--- src/rtl/neuron_accumulator.sv ---
// Fixed-point multiply-accumulate for one neuron: bias plus sum of x*w products,
// saturating to the signed DWIDTH range with a sticky saturation flag.
module neuron_accumulator #(
    parameter int DWIDTH = 32,
    parameter int FRAC   = 16,
    parameter int IWIDTH = 64
) (
    input  logic                            clk,
    input  logic                            rst,
    input  logic                            start,
    input  logic signed [DWIDTH-1:0]        bias,
    input  logic                            in_valid,
    output logic                            in_ready,
    input  logic signed [DWIDTH-1:0]        x,
    input  logic signed [DWIDTH-1:0]        w,
    input  logic                            in_last,
    output logic                            out_valid,
    input  logic                            out_ready,
    output logic signed [DWIDTH-1:0]        sum,
    output logic [$clog2(IWIDTH+1)-1:0]     count,
    output logic                            sat
);

    localparam int CW = $clog2(IWIDTH+1);
    localparam int PW = 2*DWIDTH;

    typedef enum logic [1:0] {IDLE, ACC, DONE} state_t;

    state_t                   state;
    logic signed [DWIDTH-1:0] acc;
    logic signed [PW-1:0]     prod;
    logic signed [PW-1:0]     shifted;
    logic signed [PW:0]       total;
    logic                     ovf;
    logic signed [DWIDTH-1:0] acc_next;
    logic                     last_xfer;

    assign sum = acc;

    always_comb begin
        prod     = {{DWIDTH{x[DWIDTH-1]}}, x} * {{DWIDTH{w[DWIDTH-1]}}, w};
        shifted  = prod >>> FRAC;
        total    = {{(DWIDTH+1){acc[DWIDTH-1]}}, acc} + {shifted[PW-1], shifted};
        // In range only if every bit above the result sign matches it
        ovf      = (total[PW:DWIDTH-1] != {(DWIDTH+2){total[DWIDTH-1]}});
        acc_next = total[DWIDTH-1:0];
        if (ovf) begin
            acc_next = total[PW] ? {1'b1, {(DWIDTH-1){1'b0}}}
                                 : {1'b0, {(DWIDTH-1){1'b1}}};
        end
        last_xfer = in_last || (count == CW'(IWIDTH-1));
    end

    always_ff @(posedge clk or posedge rst) begin
        if (rst) begin
            state     <= IDLE;
            acc       <= '0;
            count     <= '0;
            sat       <= 1'b0;
            in_ready  <= 1'b0;
            out_valid <= 1'b0;
        end else begin
            case (state)
                IDLE: begin
                    if (start) begin
                        acc      <= bias;
                        count    <= '0;
                        sat      <= 1'b0;
                        in_ready <= 1'b1;
                        state    <= ACC;
                    end
                end
                ACC: begin
                    if (in_valid) begin
                        acc   <= acc_next;
                        sat   <= sat | ovf;
                        count <= count + CW'(1);
                        if (last_xfer) begin
                            in_ready  <= 1'b0;
                            out_valid <= 1'b1;
                            state     <= DONE;
                        end
                    end
                end
                DONE: begin
                    if (out_ready) begin
                        out_valid <= 1'b0;
                        if (start) begin
                            acc      <= bias;
                            count    <= '0;
                            sat      <= 1'b0;
                            in_ready <= 1'b1;
                            state    <= ACC;
                        end else begin
                            state <= IDLE;
                        end
                    end
                end
                default: state <= IDLE;
            endcase
        end
    end

endmodule

--- config.mk ---
export PLATFORM = sky130hd
export DESIGN_NAME = neuron_accumulator
export DESIGN_NICKNAME = d
export VERILOG_FILES = /design/src/rtl/neuron_accumulator.sv
export SDC_FILE = /design/constraint.sdc
export NUM_CORES = 2
export LEC_CHECK = 0
export ABC_CLOCK_PERIOD_IN_PS = 8300
export BUFFER_PORTS_ARGS = -buffer_cell sky130_fd_sc_hd__buf_2
export CORE_ASPECT_RATIO = 1.4
export CORE_MARGIN = 8
export CORE_UTILIZATION = 55
export CTS_BUF_LIST = sky130_fd_sc_hd__clkbuf_8
export DETAILED_ROUTE_END_ITERATION = 6
export GPL_TIMING_DRIVEN = 0
export HOLD_SLACK_MARGIN = 0.15
export PLACE_DENSITY = 0.72
export SYNTH_ARGS = -nofsm -noshare
export SYNTH_HDL_FRONTEND = slang
export SYNTH_SLANG_ARGS = --single-unit
--- constraint.sdc ---
create_clock -name clk -period 8.3 [get_ports clk]
set_input_delay 0 -clock clk [delete_from_list [all_inputs] [get_ports clk]]
set_output_delay 0 -clock clk [all_outputs]
set_load 0.05 [all_outputs]
Yosys cells after proc, flatten, opt, wreduce, memory -nomap -nowiden
Index checks and enable logic that the tools add are counted.

Flip-flop bits (word level): 44. Bits in latches: 0. RAM bits: 0. Logic and storage cells: 55. ROM bits: 0. Memories: 0. Output and inout bits: 42.

Multiplexer cells: 29. Add/sub/neg operators: 2. Order comparisons: 0. Reduce and logical (&&, ||, !) cells: 8. Shifts and indexed selects: 0. Div/mod/pow operators: 0. Multipliers: 1. Bitwise logic cells: 1. Equal/unequal tests: 8.

Operators with widths (count): 2-to-1 mux 32 bit (5); case mux 32 bit (3 select lines) (1); multiplier 32 x 32 -> 64 bit (1); adder 32 x 48 -> 49 bit (1); != test 33 bit (1); 2-to-1 mux 7 bit (3); case mux 7 bit (3 select lines) (1); AND reduction 4 bit (3); 2-to-1 mux 1 bit (11); 2-to-1 mux 2 bit (4); != test 2 bit, second input constant (4); adder 7 x 1 -> 7 bit, second input constant (1); equality test 7 x 6 -> 1 bit, second input constant (1); case mux 1 bit (3 select lines) (2); case mux 2 bit (3 select lines) (1); AND reduction 3 bit (1); nonzero test 3 bit (1); equality test 2 x 1 -> 1 bit, second input constant (1); equality test 2 bit, second input constant (1); zero test 2 bit (1); case mux 1 bit (2 select lines) (1); nonzero test 2 bit (1); logical OR 1 bit (1); bitwise OR 1 bit (1).

Logic depth before layout (Yosys ltp)
Word-level depth: 6. Depth in mapped cells: 44. Gate-level depth less buffers: 41.

Worst setup path after synthesis
Ideal clock, no wire load.

Kind: in2reg. From: in w[5]. To: reg acc[1], in the netlist sum[1]. Data required time: 8.204 ns. Data arrival time: 10.821 ns. Setup time: 0.096 ns. Path slack: -2.617 ns. Path buffers: 3. Cell stages on the path: 40. Cells stage by stage: clkbuf_1 nand2_1 inv_1 fa_1 fa_1 fa_1 fa_1 inv_1 fa_1 inv_1 fa_1 fa_1 fa_1 ha_1 a21o_1 a21oi_1 o21ai_0 a211o_1 (+4 left out) a21o_1 a21oi_1 xnor2_1 ha_1 clkbuf_1 a21o_1 a21o_1 a21o_1 a211oi_1 nor2_1 o31ai_1 o41ai_4 or3_1 o21ai_2 nand4_4 nor3b_4 buf_6 nor4_2.

Word-level cells in the longest chain between the ends: 6. Elaborated cells between the ends (all ways): 7.

Ends and longest elaborated chain: from (decl) (line 15) `input logic signed [DWIDTH-1:0] w,`; multiplier 32 x 32 -> 64 bit (*) (line 41) `prod = {{DWIDTH{x[DWIDTH-1]}}, x} * {{DWIDTH{w[DWIDTH-1]}}, w};`; adder 32 x 48 -> 49 bit (*) (line 43) `total = {{(DWIDTH+1){acc[DWIDTH-1]}}, acc} + {shifted[PW-1], shifted};`; != test 33 bit or 2-to-1 mux 32 bit (tied branches) (line 45, 48); 2-to-1 mux 32 bit (*) (line 47) `if (ovf) begin`; 2-to-1 mux 32 bit (*) (line 74) `if (in_valid) begin`; case mux 32 bit (3 select lines) (*) (line 63) `case (state)`; to (signal assigned) (line 66) `acc <= bias;`; to (signal assigned) (line 75) `acc <= acc_next;`; to (signal assigned) (line 89) `acc <= bias;`; to (decl) (line 30) `logic signed [DWIDTH-1:0] acc;`.

Every way passes the cells marked *; elsewhere a longest branch is shown, timed or not. The select of a mux whose other input is x is not followed. A chain may end at the register's enable or synchronous reset.

Worst setup path after layout
From: in x[4]. To: reg acc[4], in the netlist sum[4].

Word-level cells in the longest chain between the ends: 6. Elaborated cells between the ends (all ways): 7.

Ends and longest elaborated chain: from (decl) (line 14) `input logic signed [DWIDTH-1:0] x,`; multiplier 32 x 32 -> 64 bit (*) (line 41); adder 32 x 48 -> 49 bit (*) (line 43); != test 33 bit or 2-to-1 mux 32 bit (tied branches) (line 45, 48); 2-to-1 mux 32 bit (*) (line 47); 2-to-1 mux 32 bit (*) (line 74); case mux 32 bit (3 select lines) (*) (line 63).

Marked as above.

==> implementation parameters <==
Parameter                              Value

Outcome
  Result of the run ... finished, violations left
  Violations in the final reports ... setup timing

Floorplanning
  Chip Width ... 244 um
  Num ports ... 144
  Vertical die dimension ... 335 um
  Initial standard-cell utilization of the core ... 0.553
  Rows ... 117
  Area of the die ... 0.0817 mm2
  Total core area ... 0.0723 mm2

Detailed routing
  DRC Markers ... 0
  Drt total wl ... 143000 um
  DR vias/cell ... 5.82
  Antenna-violating nets left ... 0
  Violation count after the first detailed-routing iteration ... 2248
  Total number of vias ... 32300
  Routed length per instance ... 25.8 um
  First-pass DRT Iterations ... 6

Timing
  Fin crit share ... 1.26
  Minimum period implied by the final worst setup slack ... 10.45 ns
  Setup-failing EPs final ... 33
  Remaining max-slew budget at the tightest pin ... 0.321
  Setup slack of the critical path after layout ... -2.15 ns
  Actual transition at the worst max-transition pin ... 1.02 ns
  Number of endpoints with negative hold slack in the final report ... 0
  Setup repair after global routing missed its margin ... yes
  Number of pins exceeding their max-slew limit in the final report ... 0
  Fmax ... 95.7 MHz
  Setup Skew ... 0.00987 ns

Logic synthesis
  Net count after synthesis ... 5721
  Synthesized netlist cell count ... 4306
  Yosys Warn Count ... 0
  Distinct cell type count after synthesis ... 74
  Post-Synthesis Cell Area ... 0.0400 mm2
  Share of synthesized area occupied by flip-flops and latches ... 0.0275
  EDFF count, synth ... 0
  Leading area contributor after synthesis ... sky130_fd_sc_hd__fa_1
  Most used flip-flop cell after synthesis ... sky130_fd_sc_hd__dfrtp_1
  Post-synthesis register bit count ... 44
  Ranking of synthesized cells by area ... sky130_fd_sc_hd__fa_1 (54%), sky130_fd_sc_hd__inv_1 (8.8%), sky130_fd_sc_hd__and2_1 (7.5%)
  Proportion of register bits with asynchronous set or reset after synthesis ... 1.00
  Post-Syn Area per Cell ... 9.28 um2
  Area fraction of the dominant cell type after synthesis ... 0.542

Finish
  Total of fill cells in the finished design ... 5942
  Combined flip-flop and latch cell area ... 0.00110 mm2
  Net count reported at finish ... 6000
  Core Util, Final ... 0.636
  Fin cells ... 5549
  Layout-stage area growth over the synthesis result ... 15.2%
  Final instance area ... 0.0460 mm2
  Multi-input gate area ... 0.0355 mm2
  Proportion of layout cells with a drive suffix above 1 ... 0.152

Global routing
  M2 GR Usage ... 0.586
  Global routing usage on met1 ... 0.378
  GRT Util Overall ... 0.354
  Global-route wire length before repair ... 215000 um
  Number of antenna violations at the first check in global routing ... 15
  Met3 track demand over resource in global routing ... 0.0634
  Maximum number of pins on one net before global-route repair ... 42
  Global route overflow ... 0
  Routing layer with the top usage in global route ... met2
  Number of global-route vias before repair ... 35600

Clock network
  Clock buffer count from CTS ... 5
  Buffer depth of the longest clock path ... 2
  Clock-pin slew on the worst setup and hold paths ... 0.08 ns
  H-tree levels ... 2
  Clock latency of the later-clocked register in the worst-skew pair ... 0.31 ns
  CTS tree ... yes
  CTS Sinks ... 44
  Clock root buffer ... sky130_fd_sc_hd__clkbuf_8

Placement
  Final weighted congestion in routability-driven placement ... 1.07
  Cell count after placement ... 5402
  HPWL after detailed placement ... 122000 um
  # port buffers ... 143
  DP Area ... 0.0422 mm2

Setup path
  Startpoint type of the worst setup path ... input pin
  Critical Setup Path Class ... input pin to register
  Maximum net fanout on the critical path ... 10
  Critical Path End Type ... register
  Slowest stage cell on the critical path ... sky130_fd_sc_hd__fa_2
  Most prevalent standard cell on the critical path ... sky130_fd_sc_hd__fa_1
  Max incr delay on CP ... 0.68 ns
  Required time of the critical path ... 8.52 ns
  Data arrival time of the worst path ... 10.68 ns

Min path
  Hold WC Path Type ... input pin to register

Run
  # Max-Cap Violations ... 0
-- worst paths after layout --
check | startpoint | cells past startpoint | endpoint | slack (ns)
max | x[4] | 36 | sum[4]$_DFFE_PP0P_ | -2.15
min | bias[4] | 4 | sum[4]$_DFFE_PP0P_ | 0.15
max reg2reg | sum[0]$_DFFE_PP0P_ | 16 | sum[4]$_DFFE_PP0P_ | 3.60
min reg2reg | in_ready$_DFFE_PP0P_ | 2 | in_ready$_DFFE_PP0P_ | 0.49
max in group asynchronous | rst | 5 | sum[20]$_DFFE_PP0P_ | 7.20
min in group asynchronous | rst | 4 | sum[10]$_DFFE_PP0P_ | 0.68
-- routing by layer --
layer  share of wire  vias to the layer above
met4            0.13                        8
met1            0.31                    16400
met2            0.48                     1780
met3           0.080                      797
li1                -                    13300
met5         0.00045                        -
-- what timing repair did --
item | CTS | global route
buffers inserted | 92 | 29
gates resized for setup | 546 | 213
endpoints found under the hold margin | 50 | 0
setup endpoints to repair | 33 | 33
gates cloned | 5 | 2
hold buffers | 9 | 0
pin swaps | 90 | 56
-- registers in the layout (all words and copies together) (netlist names) --
name	count
sum	32
count	7
state	2
in_ready	1
out_valid	1
sat	1
-- worst max-delay path, delay by kind of cell --
family | cells | cell delay, ns
AO/OA/AOI/OAI | 11 | 2.39
XOR/XNOR | 1 | 0.09
buffers and inverters | 6 | 1.08
AND/OR/NAND/NOR | 8 | 2.30
adder cells (fa/ha/maj) | 10 | 4.76
-- layout by cell type, fill, tap and decap left out, types with 30 or more instances in the layout --
cell and n:
sky130_fd_sc_hd__fa_1 1040, sky130_fd_sc_hd__inv_1 924, sky130_fd_sc_hd__nand2_1 574, sky130_fd_sc_hd__and2_1 463, sky130_fd_sc_hd__ha_1 207, sky130_fd_sc_hd__buf_4 145
sky130_fd_sc_hd__buf_2 121, sky130_fd_sc_hd__a21oi_1 78, sky130_fd_sc_hd__nor2_1 72, sky130_fd_sc_hd__o21ai_0 66, sky130_fd_sc_hd__xnor2_1 56, sky130_fd_sc_hd__clkbuf_8 49
sky130_fd_sc_hd__dfrtp_1 44, sky130_fd_sc_hd__a21o_1 42, sky130_fd_sc_hd__fa_2 42, sky130_fd_sc_hd__xor2_1 39, sky130_fd_sc_hd__or3_1 37, sky130_fd_sc_hd__clkbuf_16 37
sky130_fd_sc_hd__clkbuf_2 34, sky130_fd_sc_hd__clkbuf_1 30
-- logic make-up after synthesis --
family	Yosys count	share of synthesized area
simple gates	1312	0.165
compound gates	363	0.0596
xor+xnor	103	0.0226
buf+inv	1167	0.110
fa+ha+maj	1313	0.614
mux	4	0.00100
flops	44	0.0275
-- stage by stage --
stage	setup WS, ns	hold slack [ns]	setup TNS (ns)
2_1_floorplan	-1.43	0.177	-45.27
3_3_place_gp	-3.92	0.285	-126.14
3_5_place_dp	-4.02	-0.121	-129.39
4_1_cts	-2.01	0.152	-64.26
5_1_grt	-2.37	0.173	-75.15
6_report	-2.15	0.148	-68.67
-- area by class of cell --
cell class / instances / share of cell area
timing repair buffer: 281 / 0.0458
tap: 952 / 0.0259
multi-input combinational: 3095 / 0.772
antenna: 11 / 0.000598
clock buffer: 6 / 0.00179
inverter: 942 / 0.0773
clock inverter: 2 / 0.000843
buffer: 216 / 0.0521
sequential: 44 / 0.0239
-- synthesized netlist by cell type, types with 3 or more instances --
cell type / number
sky130_fd_sc_hd__nand4_1: 28
sky130_fd_sc_hd__o21bai_1: 11
sky130_fd_sc_hd__nand2b_1: 29
sky130_fd_sc_hd__xor2_1: 43
sky130_fd_sc_hd__o31a_1: 3
sky130_fd_sc_hd__nand2_1: 577
sky130_fd_sc_hd__mux2i_1: 4
sky130_fd_sc_hd__nor3_1: 29
sky130_fd_sc_hd__xnor2_1: 60
sky130_fd_sc_hd__nor2_1: 77
sky130_fd_sc_hd__a21oi_1: 98
sky130_fd_sc_hd__ha_1: 231
sky130_fd_sc_hd__and4_1: 6
sky130_fd_sc_hd__dfrtp_1: 44
sky130_fd_sc_hd__o21ai_1: 5
sky130_fd_sc_hd__a21o_1: 43
sky130_fd_sc_hd__o21ai_0: 82
sky130_fd_sc_hd__a31oi_1: 7
sky130_fd_sc_hd__nor2b_1: 11
sky130_fd_sc_hd__buf_2: 7
sky130_fd_sc_hd__fa_1: 1082
sky130_fd_sc_hd__o21a_1: 15
sky130_fd_sc_hd__clkbuf_1: 214
sky130_fd_sc_hd__a211o_1: 6
sky130_fd_sc_hd__and2_1: 479
sky130_fd_sc_hd__o211ai_1: 14
sky130_fd_sc_hd__a211oi_1: 35
sky130_fd_sc_hd__o31ai_1: 5
sky130_fd_sc_hd__inv_1: 941
sky130_fd_sc_hd__nand3_1: 13
sky130_fd_sc_hd__or3_1: 40
sky130_fd_sc_hd__and3_1: 8
sky130_fd_sc_hd__o2111ai_1: 3
Power is left out: the tool's default activity adds up to more than one toggle a clock period on the data nets, which glitch-free logic cannot reach.
